<file path="config.mk">
export PLATFORM = sky130hd
export DESIGN_NAME = shift_in_reader
export DESIGN_NICKNAME = d
export VERILOG_FILES = /design/src/rtl/shift_in_reader.sv
export SDC_FILE = /design/constraint.sdc
export NUM_CORES = 1
export LEC_CHECK = 0
export CORE_MARGIN = 1
export CORE_UTILIZATION = 35
export CTS_BUF_LIST = sky130_fd_sc_hd__clkbuf_8 sky130_fd_sc_hd__clkbuf_16
export CTS_CLUSTER_SIZE = 8
export DETAILED_ROUTE_END_ITERATION = 10
export PLACE_DENSITY_LB_ADDON = 0.08
export SYNTH_ARGS = -nofsm -noshare
export SYNTH_HDL_FRONTEND = slang
export SYNTH_SLANG_ARGS = --single-unit
</file>
<file path="constraint.sdc">
create_clock -name clk -period 1.9 [get_ports clk]
set_input_delay 0.285 -clock clk [delete_from_list [all_inputs] [get_ports clk]]
set_output_delay 0.285 -clock clk [all_outputs]
set_load 0.03 [all_outputs]
</file>
<file path="src/rtl/shift_in_reader.sv">
// Serial-in / parallel-out scanner for a 74HC165-style input chain.
// Optional feature: define SHIFTIN_DEBOUNCE_EN to require two identical scans before pdata updates.
module shift_in_reader #(
    parameter int WIDTH     = 16,
    parameter int DIVIDE    = 4,
    parameter int INTERVAL  = 16,
    parameter bit DIRECTION = 1'b1
) (
    input  logic             clk,
    input  logic             rst,
    input  logic             sin,
    output logic             sck,
    output logic             sld,
    output logic [WIDTH-1:0] pdata,
    output logic             valid,
    output logic             busy
);

    localparam int PW = (DIVIDE > 1) ? $clog2(DIVIDE) : 1;
    localparam int BW = $clog2(WIDTH);

    typedef enum logic [1:0] {IDLE, LOAD, SHIFT, DONE} state_t;

    state_t              state_q, state_d;
    logic [INTERVAL-1:0] cnt_q, cnt_d;
    logic [PW-1:0]       ph_q, ph_d;
    logic                high_q, high_d;
    logic [BW-1:0]       bit_q, bit_d;
    logic [WIDTH-1:0]    cap_q, cap_d;
    logic [WIDTH-1:0]    pdata_q, pdata_d;
    logic                sck_q, sck_d;
    logic                sld_q, sld_d;
    logic                valid_q, valid_d;
    logic                busy_q, busy_d;
`ifdef SHIFTIN_DEBOUNCE_EN
    logic [WIDTH-1:0]    raw_q, raw_d;
`endif

    logic ph_last;
    logic bit_last;

    assign ph_last  = (ph_q == PW'(DIVIDE - 1));
    assign bit_last = (bit_q == BW'(WIDTH - 1));

    always_comb begin
        state_d = state_q;
        cnt_d   = cnt_q;
        ph_d    = ph_q;
        high_d  = high_q;
        bit_d   = bit_q;
        cap_d   = cap_q;
        pdata_d = pdata_q;
`ifdef SHIFTIN_DEBOUNCE_EN
        raw_d   = raw_q;
`endif
        case (state_q)
            IDLE: begin
                if (&cnt_q) begin
                    state_d = LOAD;
                    cnt_d   = '0;
                    ph_d    = '0;
                end else begin
                    cnt_d = cnt_q + 1'b1;
                end
            end
            LOAD: begin
                if (ph_last) begin
                    state_d = SHIFT;
                    ph_d    = '0;
                    high_d  = 1'b0;
                    bit_d   = '0;
                end else begin
                    ph_d = ph_q + 1'b1;
                end
            end
            SHIFT: begin
                if (!ph_last) begin
                    ph_d = ph_q + 1'b1;
                end else begin
                    ph_d = '0;
                    if (!high_q) begin
                        // Sample just before the rising sck edge that advances the chain.
                        high_d = 1'b1;
                        if (DIRECTION)
                            cap_d = {cap_q[WIDTH-2:0], sin};
                        else
                            cap_d = {sin, cap_q[WIDTH-1:1]};
                    end else begin
                        high_d = 1'b0;
                        if (bit_last)
                            state_d = DONE;
                        else
                            bit_d = bit_q + 1'b1;
                    end
                end
            end
            DONE: begin
                state_d = IDLE;
`ifdef SHIFTIN_DEBOUNCE_EN
                if (cap_q == raw_q)
                    pdata_d = cap_q;
                raw_d = cap_q;
`else
                pdata_d = cap_q;
`endif
            end
            default: state_d = IDLE;
        endcase
    end

    // Outputs are decoded from the next state so they register in step with it.
    always_comb begin
        sck_d   = (state_d == SHIFT) && high_d;
        sld_d   = (state_d != LOAD);
        valid_d = (state_d == DONE);
        busy_d  = (state_d != IDLE);
    end

    always_ff @(posedge clk) begin
        if (rst) begin
            state_q <= IDLE;
            cnt_q   <= '0;
            ph_q    <= '0;
            high_q  <= 1'b0;
            bit_q   <= '0;
            cap_q   <= '0;
            pdata_q <= '0;
            sck_q   <= 1'b0;
            sld_q   <= 1'b1;
            valid_q <= 1'b0;
            busy_q  <= 1'b0;
`ifdef SHIFTIN_DEBOUNCE_EN
            raw_q   <= '0;
`endif
        end else begin
            state_q <= state_d;
            cnt_q   <= cnt_d;
            ph_q    <= ph_d;
            high_q  <= high_d;
            bit_q   <= bit_d;
            cap_q   <= cap_d;
            pdata_q <= pdata_d;
            sck_q   <= sck_d;
            sld_q   <= sld_d;
            valid_q <= valid_d;
            busy_q  <= busy_d;
`ifdef SHIFTIN_DEBOUNCE_EN
            raw_q   <= raw_d;
`endif
        end
    end

    assign sck   = sck_q;
    assign sld   = sld_q;
    assign pdata = pdata_q;
    assign valid = valid_q;
    assign busy  = busy_q;

endmodule

</file>
==> impl_results.md <==
* Status: completed
* Max-slew violation count at 0
* Setup TNS at 0 ps
* Routed WL at around 5.1 mm
* R2r endpoint: sck
* # DRC at 0
* Crit. End Element: flip-flop
* Core area at a little over 7000 sq um
* Primary FF master, synth: dfxtp_1
* Pin count of the biggest net entering global routing at 26
* Die ar. at about 7900 sq um
* Yosys Warn Count at 0
* Initial DRC Count at 61
* Hold_ws at around 460 ps
* Vias per inst at 4.78
* Fmax at ~580 MHz
* Die width at 88.7 um
* Max_cap viols at 0
* Clock transition at the registers of the reported paths at about 70 ps
* First-pass GRT wire length at 8.51 mm
* Top post-synthesis cells by area: dfxtp_1, mux2i_1, nand2_1
* Setup repair bufs after CTS at 0
* Nets at around 340
* Min Tclk post-route at roughly 1700 ps
* Tcrit/Tclk final at 0.914
* Sequential share of the synthesized area at 0.464
* Starting Density at 0.363
* Hold Path Class: reg -> reg
* Critical Path RT at 2140 ps
* Die Span Y at between 80 and 90 um
* Final setup fails at 0
* Synth top area share at 0.464
* Worst slew pin tran at between 400 and 500 ps
* First drt pass iteration count at 4
* Worst setup path class: reg -> reg
* Clock Path Buffers at 2
* Vias in the first global route at roughly 1900
* # H-tree levels at 3
* Critical path destination: sck
* Fill count at 749
* # port buffers at 22
* Power per Cell Area at between 700 and 800 nW/um^2
* Distinct cells, synth at 44
* Area grow syn2layout at 21.2%
* Average cell area after synthesis at 8.92 sq um
* Post-synth EDFFs at 0
* Tot GR Track Use at 0.144
* Setup Slack @ Placement at around 120 ps
* Critical Path AT at approximately 2000 ps
* Commonest non-fill, non-tap cell in the layout: dfxtp_1
* Reg2Reg Setup Slack at ~160 ps
* Layout cells sized above 1 at 0.112
* Initial antenna violation count at 0
* I/O pins at 23
* Gate Count Post-Synth at about 300
* Total number of vias at 2047
* Total grt overflow at 0
* VDD IR max at 0.336 mV
* DPL Wire Length at approximately 3.3 mm
* Clock tree from TritonCTS: yes
* Yosys reg bits at 61
* Final hold vios at 0
* Root Driver: clkbuf_8
* Most frequent cells in the layout: dfxtp_1, nand2_1, nor2_1
* Worst-Skew Late Latency at between 300 and 400 ps
* Clock skew at 7.26 ps
* Mapped cell area at between 2000 and 3000 sq um
* CP Launch Point: ph_q[0]
* Max-Slew Margin vs Limit at 0.690
* Lkg Pwr at between 1 and 1.5 nW
* Final WS setup at about 160 ps
* Mapped Nets at just over 300
* CP startpoint kind: flip-flop
* Unrepaired setup endpoints after global routing: false
* Final Util at 0.440
* Pwr Total at 0.00254 W
* Cts bufs inserted at 9
* Sink Count at 61
* Asr flop ratio synth at 0
* Yosys top cell by area: dfxtp_1
* Drt wl/cell at 11.9 um
* Routed Antenna Nets at 0
* N_diodes at 0
* R2r startpoint: ph_q[0]
* R2r worst-path depth at 6
* # rows at 31
* Routability Congestion at approximately 0.80
* Crit path max fanout at 4
==> what timing repair did <==
action                     4_1_cts  5_1_grt
resized for setup                0        2
setup endpoints to repair        0        3
hold endpoints to repair         0        0
hold buffers                     0        0
==> per-stage QoR <==
stage | instance area, sq um | instances
finish | 3190 | 428
global route | 3190 | 428
CTS | 3180 | 428
detailed placement | 3010 | 412
global placement | 3010 | 412
floorplan | 2630 | 295
==> sequential cells by signal (all words and copies together) (netlist names) <==
name,cells
bit_q,4
busy,1
cap_q,16
cnt_q,16
high_q,1
pdata,16
ph_q,2
sck,1
sld,1
state_q,2
valid,1
==> cell type report <==
type                       instances  area [sq um]  share of cell area
clock inverter                     7          50.0              0.0157
multi-input combinational        211          1330               0.416
clock buffer                       9           124              0.0388
tap                               99           124              0.0388
timing repair buffer              33           315              0.0988
sequential                        61          1220               0.383
inverter                           8          30.0             0.00941
==> worst max-delay path, stage by stage (launching register included) <==
cell,delay [ps]
dfxtp_1,390
ha_1,190
inv_1,60
ha_1,280
nand2b_1,150
a311oi_2,310
nor4b_1,260
==> worst min path at each step <==
stage,depth (start not counted),end,startpoint
floorplan,1,high_q,rst
global placement,2,cap_q[15],cap_q[15]
detailed placement,2,cap_q[15],cap_q[15]
CTS,2,cap_q[15],cap_q[15]
global route,2,cap_q[2],cap_q[1]
finish,2,cap_q[15],cap_q[15]
==> kinds of logic after synthesis <==
group / count (synthesis) / share of synthesized area
flip-flops: 61 / 0.464
buffers and inverters: 23 / 0.0352
multiplexers: 17 / 0.0646
AND/OR/NAND/NOR: 127 / 0.241
AO/OA/AOI/OAI: 43 / 0.101
adder cells (fa/ha/maj): 10 / 0.0475
XOR/XNOR: 14 / 0.0466
==> power breakdown <==
group | total, W | switching [W] | internal (W)
combinational | 0.000190 | 0.000109 | 0.0000803
clock | 0.00102 | 0.000544 | 0.000474
sequential | 0.00133 | 0.0000261 | 0.00130
total | 0.00254 | 0.000680 | 0.00186
==> Yosys cell counts, drive strengths merged (3+ instances only) <==
cell type / n
a21oi: 22
a31oi: 3
buf: 7
clkbuf: 8
dfxtp: 61
ha: 10
inv: 8
mux2i: 17
nand2: 45
nand2b: 3
nand3: 10
nand4: 8
nor2: 36
nor2b: 3
nor3: 4
nor4: 7
o21ai: 5
xnor2: 11
xor2: 3
==> metal layers <==
| metal | global-route usage | part of all wire | routed length (um) |
|---|---|---|---|
| met1 | 0.185 | 0.52 | 2640 |
| met2 | 0.222 | 0.44 | 2240 |
| met3 | 0.0308 | 0.024 | 120 |
| met4 | 0.0836 | 0.018 | 93 |
| met5 | 0 | 0 | 0 |
No activity file was read; power rests on OpenSTA's default activity.
